## src/rtl/ucie_mb_clk_pkg.sv

```systemverilog
// Shared definitions for the MB forwarded-clock training logic: FSM states,
// default field widths and the legacy fixed-pattern constants.
package ucie_mb_clk_pkg;

  localparam int unsigned DEF_NUM_CH = 3;
  localparam int unsigned DEF_LEN_W  = 5;
  localparam int unsigned DEF_ITER_W = 7;

  localparam int unsigned LEGACY_ON_LEN   = 16;
  localparam int unsigned LEGACY_OFF_LEN  = 8;
  localparam int unsigned LEGACY_ITER_NUM = 127;

  typedef enum logic [2:0] {
    ST_IDLE = 3'd0,
    ST_LOAD = 3'd1,
    ST_ON   = 3'd2,
    ST_OFF  = 3'd3,
    ST_DONE = 3'd4
  } train_state_e;

  function automatic logic is_busy_state(input train_state_e s);
    return (s == ST_LOAD) || (s == ST_ON) || (s == ST_OFF);
  endfunction

endpackage

```

## src/rtl/clk_train_pattern_gen_if.sv

```systemverilog
// Control/status bundle between the training sequencer and the pattern generator.
interface clk_train_pattern_gen_if
  import ucie_mb_clk_pkg::*;
#(
  parameter int unsigned NUM_CH = DEF_NUM_CH,
  parameter int unsigned LEN_W  = DEF_LEN_W,
  parameter int unsigned ITER_W = DEF_ITER_W
) ();

  // Request/complete handshake: a rising edge on i_start launches one run; the
  // run's configuration is latched once, o_done then holds until i_start drops,
  // and i_start must be seen low before a new rising edge can start another run.
  logic              i_start;
  logic              i_abort;
  logic [LEN_W-1:0]  i_on_len;
  logic [LEN_W-1:0]  i_off_len;
  logic [ITER_W-1:0] i_iter_num;
  logic [NUM_CH-1:0] i_ch_mask;
  logic              i_park;

  logic [NUM_CH-1:0] o_clk_en;
  logic              o_busy;
  logic              o_done;
  logic [ITER_W-1:0] o_iter_cnt;
  train_state_e      o_state;

  modport master (
    output i_start, i_abort, i_on_len, i_off_len, i_iter_num, i_ch_mask, i_park,
    input  o_clk_en, o_busy, o_done, o_iter_cnt, o_state
  );

  modport slave (
    input  i_start, i_abort, i_on_len, i_off_len, i_iter_num, i_ch_mask, i_park,
    output o_clk_en, o_busy, o_done, o_iter_cnt, o_state
  );

endinterface

```

## src/rtl/clk_train_phase_cnt.sv

```systemverilog
// Down-counter timing one ON or OFF phase; loaded with length-1 on phase entry,
// the zero flag marks the final cycle of the phase.
module clk_train_phase_cnt #(
  parameter int unsigned LEN_W = 5
) (
  input  logic             i_clk,
  input  logic             i_rst,
  input  logic             i_load,
  input  logic [LEN_W-1:0] i_load_val,
  input  logic             i_dec,
  output logic             o_zero
);

  logic [LEN_W-1:0] cnt_q;
  logic [LEN_W-1:0] cnt_d;

  always_comb begin
    cnt_d = cnt_q;
    if (i_load) begin
      cnt_d = i_load_val;
    end else if (i_dec && (cnt_q != '0)) begin
      cnt_d = cnt_q - 1'b1;
    end
  end

  always_ff @(posedge i_clk) begin
    if (i_rst) begin
      cnt_q <= '0;
    end else begin
      cnt_q <= cnt_d;
    end
  end

  assign o_zero = (cnt_q == '0);

endmodule

```

## src/rtl/clk_train_pattern_gen.sv

```systemverilog
// Forwarded-clock training pattern generator: drives per-channel gate enables
// with ON_LEN enabled / OFF_LEN gated cycles, repeated ITER_NUM times per run.
module clk_train_pattern_gen
  import ucie_mb_clk_pkg::*;
#(
  parameter int unsigned NUM_CH = DEF_NUM_CH,
  parameter int unsigned LEN_W  = DEF_LEN_W,
  parameter int unsigned ITER_W = DEF_ITER_W
) (
  input logic                    i_clk,
  input logic                    i_rst,
  clk_train_pattern_gen_if.slave bus
);

  train_state_e      state_q;
  logic              start_q;
  logic              rise;

  logic [LEN_W-1:0]  on_sh_q;
  logic [LEN_W-1:0]  off_sh_q;
  logic [ITER_W-1:0] iter_sh_q;
  logic [NUM_CH-1:0] mask_sh_q;

  logic [ITER_W-1:0] iter_cnt_q;
  logic [NUM_CH-1:0] clk_en_q;
  logic              busy_q;
  logic              done_q;

  logic [LEN_W-1:0]  on_len_eff;
  logic [ITER_W:0]   iter_inc;
  logic              iter_last;
  logic [ITER_W-1:0] iter_sat;
  logic [NUM_CH-1:0] idle_en;

  logic              ph_load;
  logic              ph_dec;
  logic [LEN_W-1:0]  ph_load_val;
  logic              ph_zero;

  assign rise       = bus.i_start & ~start_q;
  assign on_len_eff = (bus.i_on_len == '0) ? LEN_W'(1) : bus.i_on_len;
  assign iter_inc   = {1'b0, iter_cnt_q} + 1'b1;
  assign iter_last  = (iter_inc == {1'b0, iter_sh_q});
  assign iter_sat   = (&iter_cnt_q) ? iter_cnt_q : iter_inc[ITER_W-1:0];
  assign idle_en    = {NUM_CH{~bus.i_park}};

  // Phase counter is reloaded on every phase entry so ON and OFF share it.
  always_comb begin
    ph_load     = 1'b0;
    ph_dec      = 1'b0;
    ph_load_val = '0;
    if (!bus.i_abort) begin
      case (state_q)
        ST_LOAD: begin
          ph_load     = 1'b1;
          ph_load_val = on_len_eff - 1'b1;
        end
        ST_ON: begin
          if (!ph_zero) begin
            ph_dec = 1'b1;
          end else if (off_sh_q != '0) begin
            ph_load     = 1'b1;
            ph_load_val = off_sh_q - 1'b1;
          end else if (!iter_last) begin
            ph_load     = 1'b1;
            ph_load_val = on_sh_q - 1'b1;
          end
        end
        ST_OFF: begin
          if (!ph_zero) begin
            ph_dec = 1'b1;
          end else if (!iter_last) begin
            ph_load     = 1'b1;
            ph_load_val = on_sh_q - 1'b1;
          end
        end
        default: ;
      endcase
    end
  end

  clk_train_phase_cnt #(
    .LEN_W (LEN_W)
  ) u_phase_cnt (
    .i_clk      (i_clk),
    .i_rst      (i_rst),
    .i_load     (ph_load),
    .i_load_val (ph_load_val),
    .i_dec      (ph_dec),
    .o_zero     (ph_zero)
  );

  // Outputs are registered from the current state, so they trail it by one edge.
  // start_q keeps sampling through reset so a level held across reset is not a rise.
  always_ff @(posedge i_clk) begin
    start_q <= bus.i_start;
    if (i_rst) begin
      state_q    <= ST_IDLE;
      clk_en_q   <= '1;
      busy_q     <= 1'b0;
      done_q     <= 1'b0;
      iter_cnt_q <= '0;
      on_sh_q    <= '0;
      off_sh_q   <= '0;
      iter_sh_q  <= '0;
      mask_sh_q  <= '0;
    end else if (bus.i_abort) begin
      state_q  <= ST_IDLE;
      clk_en_q <= idle_en;
      busy_q   <= 1'b0;
      done_q   <= 1'b0;
    end else begin
      busy_q   <= is_busy_state(state_q);
      done_q   <= 1'b0;
      clk_en_q <= idle_en;
      case (state_q)
        ST_IDLE: begin
          if (rise) state_q <= ST_LOAD;
        end
        ST_LOAD: begin
          on_sh_q    <= on_len_eff;
          off_sh_q   <= bus.i_off_len;
          iter_sh_q  <= bus.i_iter_num;
          mask_sh_q  <= bus.i_ch_mask;
          iter_cnt_q <= '0;
          state_q    <= (bus.i_iter_num == '0) ? ST_DONE : ST_ON;
        end
        ST_ON: begin
          clk_en_q <= idle_en | mask_sh_q;
          if (ph_zero) begin
            if (off_sh_q != '0) begin
              state_q <= ST_OFF;
            end else begin
              iter_cnt_q <= iter_sat;
              state_q    <= iter_last ? ST_DONE : ST_ON;
            end
          end
        end
        ST_OFF: begin
          clk_en_q <= idle_en & ~mask_sh_q;
          if (ph_zero) begin
            iter_cnt_q <= iter_sat;
            state_q    <= iter_last ? ST_DONE : ST_ON;
          end
        end
        ST_DONE: begin
          // Leave only once o_done has been visible, so a dropped request still pulses it.
          if (done_q && !bus.i_start) begin
            state_q <= ST_IDLE;
          end else begin
            done_q <= 1'b1;
          end
        end
        default: state_q <= ST_IDLE;
      endcase
    end
  end

  assign bus.o_clk_en   = clk_en_q;
  assign bus.o_busy     = busy_q;
  assign bus.o_done     = done_q;
  assign bus.o_iter_cnt = iter_cnt_q;
  assign bus.o_state    = state_q;

endmodule

```

## src/flat_wrapper.sv

```systemverilog
// flat-port wrapper written by rule: the top's interface ports become plain ports
module clk_train_pattern_gen_flat import ucie_mb_clk_pkg::*;
#(
  parameter int unsigned NUM_CH = DEF_NUM_CH,
  parameter int unsigned LEN_W  = DEF_LEN_W,
  parameter int unsigned ITER_W = DEF_ITER_W
)
  (i_clk, i_rst, bus_i_start, bus_i_abort, bus_i_on_len, bus_i_off_len, bus_i_iter_num, bus_i_ch_mask, bus_i_park, bus_o_clk_en, bus_o_busy, bus_o_done, bus_o_iter_cnt, bus_o_state);
  clk_train_pattern_gen_if #(.NUM_CH(NUM_CH), .LEN_W(LEN_W), .ITER_W(ITER_W)) bus_i ();
  input logic i_clk;
  input logic i_rst;
  input wire logic [$bits(bus_i.i_start)-1:0] bus_i_start;
  input wire logic [$bits(bus_i.i_abort)-1:0] bus_i_abort;
  input wire logic [$bits(bus_i.i_on_len)-1:0] bus_i_on_len;
  input wire logic [$bits(bus_i.i_off_len)-1:0] bus_i_off_len;
  input wire logic [$bits(bus_i.i_iter_num)-1:0] bus_i_iter_num;
  input wire logic [$bits(bus_i.i_ch_mask)-1:0] bus_i_ch_mask;
  input wire logic [$bits(bus_i.i_park)-1:0] bus_i_park;
  output wire logic [$bits(bus_i.o_clk_en)-1:0] bus_o_clk_en;
  output wire logic [$bits(bus_i.o_busy)-1:0] bus_o_busy;
  output wire logic [$bits(bus_i.o_done)-1:0] bus_o_done;
  output wire logic [$bits(bus_i.o_iter_cnt)-1:0] bus_o_iter_cnt;
  output wire logic [$bits(bus_i.o_state)-1:0] bus_o_state;
  assign bus_i.i_start = bus_i_start;
  assign bus_i.i_abort = bus_i_abort;
  assign bus_i.i_on_len = bus_i_on_len;
  assign bus_i.i_off_len = bus_i_off_len;
  assign bus_i.i_iter_num = bus_i_iter_num;
  assign bus_i.i_ch_mask = bus_i_ch_mask;
  assign bus_i.i_park = bus_i_park;
  assign bus_o_clk_en = bus_i.o_clk_en;
  assign bus_o_busy = bus_i.o_busy;
  assign bus_o_done = bus_i.o_done;
  assign bus_o_iter_cnt = bus_i.o_iter_cnt;
  assign bus_o_state = bus_i.o_state;
  clk_train_pattern_gen #(.NUM_CH(NUM_CH), .LEN_W(LEN_W), .ITER_W(ITER_W)) u_core (.i_clk(i_clk), .i_rst(i_rst), .bus(bus_i));
endmodule
```

## config.mk

```make
export PLATFORM = sky130hd
export DESIGN_NAME = clk_train_pattern_gen_flat
export DESIGN_NICKNAME = d
export VERILOG_FILES = /design/src/rtl/ucie_mb_clk_pkg.sv /design/src/rtl/clk_train_pattern_gen_if.sv /design/src/rtl/clk_train_phase_cnt.sv /design/src/rtl/clk_train_pattern_gen.sv /design/src/flat_wrapper.sv
export SDC_FILE = /design/constraint.sdc
export NUM_CORES = 1
export LEC_CHECK = 0
export CAP_MARGIN = 20
export CORE_MARGIN = 1.5
export CORE_UTILIZATION = 40
export DETAILED_ROUTE_END_ITERATION = 7
export GPL_TIMING_DRIVEN = 1
export PLACE_DENSITY = 0.68
export SYNTH_ARGS = -nofsm -noshare
export SYNTH_HDL_FRONTEND = slang
export SYNTH_SLANG_ARGS = --single-unit
```

## constraint.sdc

```tcl
create_clock -name i_clk -period 2.1 [get_ports i_clk]
set_input_delay 0.42 -clock i_clk [delete_from_list [all_inputs] [get_ports i_clk]]
set_output_delay 0.42 -clock i_clk [all_outputs]
set_load 0.02 [all_outputs]
```

Word-level counts from Yosys, hierarchy flattened
Cells that the tools add are included.

storage, ports and cells
  memory bits (writable) = 0
  logic and storage cells = 88
  bits in latches = 0
  memories kept = 0
  ROM bits = 0
  bits of input ports = 25
  register bits after elaboration = 41
  output and inout port bits = 15

cells by class
  divide/modulo/power cells = 0
  bitwise gates (word level) = 8
  equality and inequality tests = 10
  shifts and indexed selects = 0
  multipliers = 0
  mux-type cells = 34
  add/sub/neg operators = 5
  order comparisons = 0
  reductions and logical operators = 20

operator list
  kind                                                                   number
  5-bit two-way mux                                                      8
  7-bit two-way mux                                                      4
  3-bit two-way mux                                                      8
  7-bit one-hot mux with 3 select lines                                  1
  5-bit by 1-bit subtractor with 5-bit output, second input constant     4
  3-bit one-hot mux with 5 select lines                                  1
  5-bit one-hot mux with 3 select lines                                  1
  5-bit zero test                                                        2
  5-bit nonzero test                                                     2
  1-bit two-way mux                                                      9
  7-bit by 1-bit adder with 8-bit output, second input constant          1
  8-bit by 7-bit equality test with 1-bit output                         1
  2-bit by 1-bit != test with 1-bit output, second input constant        4
  7-bit zero test                                                        1
  7-bit AND reduction                                                    1
  3-bit by 2-bit equality test with 1-bit output, second input constant  2
  3-bit one-hot mux with 2 select lines                                  1
  5-bit AND reduction                                                    1
  1-bit inverter                                                         4
  4-bit AND reduction                                                    1
  2-bit OR reduction                                                     2
  3-bit AND                                                              1
  3-bit by 1-bit equality test with 1-bit output, second input constant  1
  3-bit equality test, second input constant                             1
  other kinds (13)                                                       15

Longest topological paths before layout
Gate-level depths: netlist (run 1).

  depth after elaboration = 8
  mapped depth = 10
  gate-level depth less buffers = 9

Cells and area by module
A second synthesis (run 1) with hierarchy kept.

second synthesis, totals
  cells, all modules = 308
  area total of the unflattened synthesis = 2469.9 um^2

by module, submodules not included
  module                 area each (um^2)  sequential area each (um^2)  times used  cells an instance
  clk_train_pattern_gen  2143.3            720.7                        1           271
  clk_train_phase_cnt    326.6             100.1                        1           37

Worst setup path after synthesis (run 1)
Ideal clock, no wire load.

  kind = flip-flop to flip-flop
  start = register u_core.iter_cnt_q[0] (netlist: u_core.bus.o_iter_cnt[0])
  end = register u_core.u_phase_cnt.cnt_q[3]
  clock period less this slack = 2167 ps
  buffers on the path = 1
  setup slack = -67 ps
  data required time = 1980 ps
  arrival time = 2047 ps
  cell stages (with the launch flop) = 9
  library setup time = 120 ps
  path through = dfxtp_1 -> ha_1 -> nand3_1 -> a2bb2oi_1 -> nor4_1 -> o2111a_1 -> buf_2 -> nor3_1 -> o31a_1

on the way
  cells in the longest elaborated chain, start to end = 8
  elaborated cells on any way between the ends = 16
  classes of those cells = 1 x add/sub; 1 x eq/ne; 13 x mux; 1 x reduce/logical

RTL lines
  item                                                                                                   RTL line                                                  RTL
  start, declared                                                                                        clk_train_pattern_gen.sv:24                               logic [ITER_W-1:0] iter_cnt_q;
  start signal, assigned                                                                                 clk_train_pattern_gen.sv:134                              iter_cnt_q <= iter_sat;
  start signal, assigned                                                                                 clk_train_pattern_gen.sv:142                              iter_cnt_q <= iter_sat;
  7-bit by 1-bit adder with 8-bit output *                                                               clk_train_pattern_gen.sv:42                               assign iter_inc = {1'b0, iter_cnt_q} + 1'b1;
  8-bit by 7-bit equality test with 1-bit output *                                                       clk_train_pattern_gen.sv:43                               assign iter_last = (iter_inc == {1'b0, iter_sh_q});
  5-bit two-way mux / 1-bit two-way mux (equally long branches)                                          clk_train_pattern_gen.sv:64, clk_train_pattern_gen.sv:72
  5-bit two-way mux / 1-bit two-way mux (equally long branches)                                          clk_train_pattern_gen.sv:61                               end else if (off_sh_q != '0) begin
  5-bit two-way mux / 1-bit two-way mux (equally long branches)                                          clk_train_pattern_gen.sv:59                               if (!ph_zero) begin
  5-bit one-hot mux with 3 select lines / 1-bit one-hot mux with 3 select lines (equally long branches)  clk_train_pattern_gen.sv:53                               case (state_q)
  5-bit two-way mux / 1-bit two-way mux (equally long branches)                                          clk_train_pattern_gen.sv:52                               if (!bus.i_abort) begin
  5-bit two-way mux / 2-bit nonzero test (equally long branches)                                         -
  end signal, assigned                                                                                   clk_train_phase_cnt.sv:30                                 cnt_q <= cnt_d;
  end, declared                                                                                          clk_train_phase_cnt.sv:14                                 logic [LEN_W-1:0] cnt_q;

Every way passes the cells marked *; elsewhere a longest branch is shown, timed or not.
A chain may end at the register's enable or synchronous reset.

Final worst setup path (run 1)
  start = register u_core.u_phase_cnt.cnt_q[0]
  end = register u_core.iter_cnt_q[2] (netlist: u_core.bus.o_iter_cnt[2])

on the way
  cells in the longest elaborated chain, start to end = 3
  elaborated cells on any way between the ends = 4
  classes of those cells = 2 x eq/ne; 2 x reduce/logical

RTL lines
  item                                                       RTL line                   RTL
  5-bit zero test *                                          clk_train_phase_cnt.sv:34  assign o_zero = (cnt_q == '0);
  2-bit by 1-bit != test with 1-bit output (no source line)  -
  5-bit AND reduction (no source line) *                     -

Marked as above.

==> impl_results.md, run 1 <==
- Number of synthesized flops with an enable pin: 0
- First-pass GRT wire length: 10.2 mm
- Via density: 5.47
- YS warnings: 0
- Clock Latency Late Sink: 0.29 ns
- Worst-case clock skew: 0.0113 ns
- Final Cycle Share: between 90% and 100%
- Antenna cells: 0
- Initial drt markers: 232
- Clk network pwr share: between 30% and 40%
- Nature of the critical path endpoint: register
- Clk buf depth: 2
- Most frequent cells after synthesis: nand2_1, dfxtp_1, a21oi_1, nor2_1
- Netlist Area Pre-Place: 2370 sq um
- Final Hold Vio Count: 0
- Syn Nets: between 300 and 400
- Clock transition at path regs: 0.08 ns
- Seq pwr share: 50.6%
- Switching power total: 0.000404 W
- Setup violators final: 0
- Post-synthesis sequential area ratio: 34.6%
- Hold Startpoint: u_core.iter_sh_q[1]
- Post-route insts no fill: 446
- Leakage: approximately 1.2 nW
- Sink Count: 41
- Initial Util: a little over two fifths
- CTS Root Cell: clkbuf_8
- Crit-path slowest cell: or4b_4
- Port buffer count: 39
- Worst path cell trace: inv_1 -> ha_1 -> or4b_4 -> a21boi_4 -> nand4_4 -> or3b_1 -> a21oi_2
- Post-layout util: 56.8%
- Die width: about 80 um
- Top cell type by total area after synthesis: dfxtp_1
- Power per cell area: approximately 500 nW/um^2
- Worst-Margin Slew: approximately 0.42 ns
- Mapped Cells: 309
- Synth cell types: 56
- # IOs: 40
- DP Worst Slack: -0.382 ns
- Power, Total: 0.00158 W
- Synth area leaders: dfxtp_1, nand2_1, a21oi_1
- DR vias: between 2000 and 2500
- Final net count: 404
- Status: complete, no violations
- Share of flip-flops with an asynchronous set or reset: 0%
- CP Max Fanout: 6
- Comb pwr share: between 15 and 20%
- Syn avg cell area: 7.68 sq um
- Crit Path Class: reg2reg
- Final GP Congestion: roughly 0.94
- Share of layout cells above drive strength 1: 16.6%
- Slew Viols, Final: 0
- Post-synth top area share: between 30% and 40%
- Die height: 80.0 um
- Final HPWL from detailed placement: 4.70 mm
- Core area: 5610 sq um
- Peak supply drop: approximately 0.32 mV
- Max-Cap Viols: 0
- DR WL/cell: 13.9 um
- Fmax: 498 MHz
- Grt ovf: 0
- TritonCTS Buffers: 5
- Fillers: 551
- Antenna violations before repair: 0
- R2R Setup Slk: 0.09 ns
- Largest net degree at the start of global routing: 16
- Seq cells post-synth: 41
- Area grow syn2layout: 34.3%
- Row count: 27
- Number of H-tree levels: 2
- Worst hold path class: reg2reg
- Main flop type after synthesis: dfxtp_1
- Hold_buf cts: 0
- Aggregate routed wire length: 6.21 mm
- CP Launch Point: u_core.u_phase_cnt.cnt_q[0]
- Antenna Nets Post-Route: 0
- Final worst setup slack: 0.0934 ns
- Drt first pass iters: 4
- Minimum clock period: between 2 and 2.5 ns
- Worst rel slew slack: 71.9%
- Most common cell in the netlist: nand2_1
- DP Cell Count: 437
- CTS tree: yes
- Switching fraction of total power: 25.5%
- Die area: 6400 sq um
- Internal power: 0.00118 W
- CP peak stage delay: between 0.5 and 0.6 ns
- WP data arrival: 2.24 ns
- Worst reg2reg path startpoint: u_core.u_phase_cnt.cnt_q[0]
- Worst path required time: approximately 2.3 ns
- GRT Total Usage: 20.3%
- Worst Setup Start Kind: register
- Post-route DRC: 0
- Vias in the first global route: 2175
==> flip-flops by register name, summed over array words and instances, names as in the netlist <==
register and cells:
u_core.bus.o_iter_cnt 7, u_core.iter_sh_q 7, u_core.bus.o_done 1, u_core.bus.o_clk_en 3, u_core.bus.o_busy 1, u_core.off_sh_q 5, u_core.mask_sh_q 3, u_core.u_phase_cnt.cnt_q 5
u_core.bus.o_state 3, u_core.start_q 1, u_core.on_sh_q 5
==> kinds of logic (layout without fill, tap and decap cells) <==
family	count (synthesis)	after routing	synth area share (%)
xor gates and xnor gates	20	20	7.96
DFF	41	41	34.6
AOI/OAI and AO/OA	78	78	20.9
adders and majority gates	5	5	2.64
buffers and inverters	25	90	4.32
muxes	2	2	0.897
and+or+nand+nor	138	138	28.6
==> critical path: cells and delay by family, from the launching register on <==
family | cells | cell delay [ns]
buf+inv | 1 | 0.05
compound gates | 2 | 0.34
simple gates | 3 | 1.06
flops | 1 | 0.32
fa+ha+maj | 1 | 0.17
==> layout by cell type, fill, tap and decap left out, drive strengths merged, types with 6 or more instances in the layout <==
cell / count
buf: 35
dfxtp: 41
clkbuf: 6
nor3: 12
nor2: 22
a21o: 6
nand2: 64
a21oi: 32
xnor2: 8
inv: 9
nand3: 8
nand2b: 6
clkdlybuf4s50: 35
xor2: 11
o21ai: 12
==> cell type report <==
type,instances,area [sq um],area share (%)
tap,72,90.1,2.83
sequential,41,822,25.8
clock buffer,6,82.6,2.59
clock inverter,1,7.51,0.236
timing repair buffer,74,656,20.6
inverter,9,33.8,1.06
multi-input combinational,243,1500,46.9
==> through the flow <==
stage | area, sq um | hold slack, ns | TNS, ns
floorplan | 2380 | 0.445 | 0
global placement | 3040 | 0.458 | -0.603
detailed placement | 3040 | 0.461 | -0.729
CTS | 3150 | 0.472 | 0
global route | 3190 | 0.490 | -0.0259
finish | 3190 | 0.471 | 0
==> power by group through the flow <==
stage                     sequential, W  combinational (W)  clock [W]
after global routing           0.000804           0.000274   0.000577
after CTS                      0.000802           0.000247   0.000543
after detailed placement       0.000821           0.000243          0
after global placement         0.000820           0.000241          0
after floorplan                0.000825           0.000113          0
final                          0.000802           0.000250   0.000532
==> path summary, 6_finish.rpt <==
check / end / cells past startpoint
worst max-delay path: u_core.bus.o_iter_cnt[2] / 7
worst min-delay path: u_core.iter_sh_q[1] / 2
worst max register to register: u_core.bus.o_iter_cnt[2] / 7
worst min register to register: u_core.iter_sh_q[1] / 2
==> metal layers <==
layer | up-vias | routed length [um] | share of wire, % | global-route usage, %
li1 | 1207 | - | - | -
met1 | 1148 | 2790 | 45 | 28.1
met2 | 78 | 2920 | 47 | 31.8
met3 | 6 | 445 | 7.2 | 4.34
met4 | 0 | 45 | 0.73 | 5.34
met5 | - | 0 | 0 | 0
==> timing repair <==
item | CTS | global route
endpoints found under the hold margin | 0 | 0
setup endpoints to repair | 2 | 8
gates resized for setup | 5 | 9
gates cloned | 0 | 0
buffers inserted | 1 | 1
pin swaps | 3 | 6
No activity file was read; power rests on OpenSTA's default activity.
==> inputs of run 2 (changes only) <==
--- a/config.mk
+++ b/config.mk
@@ -10,7 +10,7 @@
 export CORE_UTILIZATION = 40
 export DETAILED_ROUTE_END_ITERATION = 7
 export GPL_TIMING_DRIVEN = 1
-export PLACE_DENSITY = 0.68
+export PLACE_DENSITY = 0.66
 export SYNTH_ARGS = -nofsm -noshare
 export SYNTH_HDL_FRONTEND = slang
 export SYNTH_SLANG_ARGS = --single-unit
==> constraint.sdc (replaced) <==
create_clock -name i_clk -period 2.42 [get_ports i_clk]
set_input_delay 0.484 -clock i_clk [delete_from_list [all_inputs] [get_ports i_clk]]
set_output_delay 0.484 -clock i_clk [all_outputs]
set_load 0.02 [all_outputs]
==> run 2 against run 1 <==
  * Flip-flop and latch count unchanged
  * Sequential share of layout area up 1.4 points
  * Non-clock buffer count down 17
  * Combinational power down 21%
  * Hold slack worse by 0.0035 ns
  * Wire length down 3.1%
  * Design area down 5.3%
  * Utilization down 3.0 points
  * Power down 15%
  * Count of clock-buffer cells in the layout up 1
  * Via count down 4.7%
  * Critical path type unchanged
  * Largest cell class unchanged
==> impl_results.md, run 2 (same netlist as run 1, synthesis figures left out) <==
- Final Hold Vio Count: 0 (unchanged)
- Clock Latency Late Sink: 0.29 ns (about the same)
- Vias in the first global route: 2134 (-1.9%)
- Antenna Nets Post-Route: 0 (unchanged)
- Setup violators final: 0 (unchanged)
- Final Cycle Share: 93.2% (-2.3 points)
- Worst rel slew slack: 63.3% (-8.6 points)
- Port buffer count: 39 (unchanged)
- RSZ-0062 raised after global routing: no
- Worst reg2reg path startpoint: u_core.u_phase_cnt.cnt_q[0]
- Commonest non-fill, non-tap cells in the layout: nand2_1, dfxtp_1, clkdlybuf4s50_1
- Row count: 27 (unchanged)
- DP Cell Count: 422 (-3.4%)
- Die height: 80.0 um (unchanged)
- Final GP Congestion: 0.928 (-1.2%)
- Crit Path Class: reg2reg
- Clock transition at path regs: 0.08 ns (about the same)
- Post-route DRC: 0 (unchanged)
- Hold Startpoint: u_core.iter_sh_q[3]
- Largest net degree at the start of global routing: 30 (+14)
- TritonCTS Buffers: 5 (unchanged)
- Worst hold path class: reg2reg
- Die width: 80.0 um (unchanged)
- Grt ovf: 0 (unchanged)
- Die area: 6400 sq um (unchanged)
- Sink Count: 41 (unchanged)
- Hold path depth: 2 (unchanged)
- Minimum clock period: 2.26 ns (+0.250 ns)
- Core area: 5610 sq um (unchanged)
- GRT Total Usage: 20.4% (+0.11 points)
- Aggregate routed wire length: 6.01 mm (-3.1%)
- Area grow syn2layout: 27.2%
- Worst-Margin Slew: 0.547 ns (+0.129 ns)
- CP Max Fanout: 6 (unchanged)
- Worst-case clock skew: 0.00578 ns (-0.00556 ns)
- Final HPWL from detailed placement: 4.40 mm (-6.4%)
- Via density: 5.42 (-0.90%)
- # IOs: 40 (unchanged)
- Antenna violations before repair: 0 (unchanged)
- Slew Viols, Final: 0 (unchanged)
- Leading cell type in the layout, fill and taps excluded: nand2_1
- Antenna cells: 0 (unchanged)
- Fmax: 443 MHz (-11%)
- DR vias: 2325 (-4.7%)
- DR WL/cell: 14.0 um (+0.73%)
- CTS Root Cell: clkbuf_8
- Post-layout util: 53.8% (-3.0 points)
- Initial drt markers: 188 (-19%)
- Initial Util: 42.3% (unchanged)
- Status: complete, no violations
- WP data arrival: 2.42 ns (+0.18 ns)
- First-pass GRT wire length: 10.1 mm (-0.81%)
- Clk buf depth: 2 (unchanged)
- CTS tree: yes
- Share of layout cells above drive strength 1: 9.80% (-6.8 points)
- Max-Cap Viols: 0 (unchanged)
- Nature of the critical path endpoint: register
- Peak supply drop: 0.330 mV (+4.1%)
- Worst Setup Start Kind: register
- Power per cell area: 448 nW/um^2 (-9.9%)
- CP Launch Point: u_core.u_phase_cnt.cnt_q[0]
- Drt first pass iters: 4 (unchanged)
- R2R depth: 8 (+1)
- Final net count: 387 (-4.2%)
- Worst path required time: 2.59 ns (+0.26 ns)
- Leakage: 1.11 nW (-8.7%)
- Number of H-tree levels: 2 (unchanged)
- Post-route insts no fill: 429 (-3.8%)
run 2: cell types whose count changed in the layout (fill, tap and decap cells not counted), moves of 2 or more:
cell and change:
buf_4 -17, clkdlybuf4s50_1 +4, dlygate4sd2_1 -2, dlymetal6s2s_1 -2, ha_1 +2, ha_2 -2
run 2: worst paths after layout:
kind | to | slack, ns
worst min-delay path | u_core.iter_sh_q[3] | 0.47
worst max register to register | u_core.bus.o_iter_cnt[3] | 0.16
worst min register to register | u_core.iter_sh_q[3] | 0.47
worst max-delay path | u_core.bus.o_iter_cnt[3] | 0.16
run 2: through the flow:
step | hold slack, ns | area [sq um] | power, W | TNS (ns) | setup WS (ns)
floorplan | 0.445 | 2370 | 0.000814 | 0 | 0.253
global placement | 0.456 | 2930 | 0.000910 | -0.0581 | -0.0581
detailed placement | 0.460 | 2930 | 0.000910 | -0.106 | -0.0885
CTS | 0.470 | 3010 | 0.00137 | 0 | 0.167
global route | 0.491 | 3020 | 0.00142 | 0 | 0.0272
finish | 0.468 | 3020 | 0.00135 | 0 | 0.163
run 2: area by class of cell:
type	instances	area, sq um
Clock buffer	7	86.3
Sequential cell	41	821
Multi-Input combinational cell	243	1460
Inverter	9	33.8
Fill cell	554	2590
Tap cell	72	90.1
Timing Repair Buffer	57	526
run 2: metal layers:
layer / share of wire (%) / global-route usage, %
met1: 46 / 26.0
met2: 46 / 32.9
met3: 5.8 / 5.37
met4: 1.7 / 7.59
met5: 0 / 0
run 2: power breakdown:
group	switching [W]	internal [W]	total (W)
clock network	0.000230	0.000226	0.000456
registers	0.0000122	0.000687	0.000699
logic	0.0000978	0.0000989	0.000197
run 2: what timing repair did:
action | CTS | global route
endpoints found under the setup margin | 0 | 1
buffers inserted | 0 | 0
hold buffers | 0 | 0
resized for setup | 0 | 1
run 2: critical path: stages (launching register included):
cell	delay (ns)
dfxtp_1	0.36
inv_1	0.07
ha_1	0.17
or4b_1	0.63
a21boi_4	0.27
and3_2	0.28
nor2_1	0.08
o21ai_0	0.17
a21oi_1	0.09
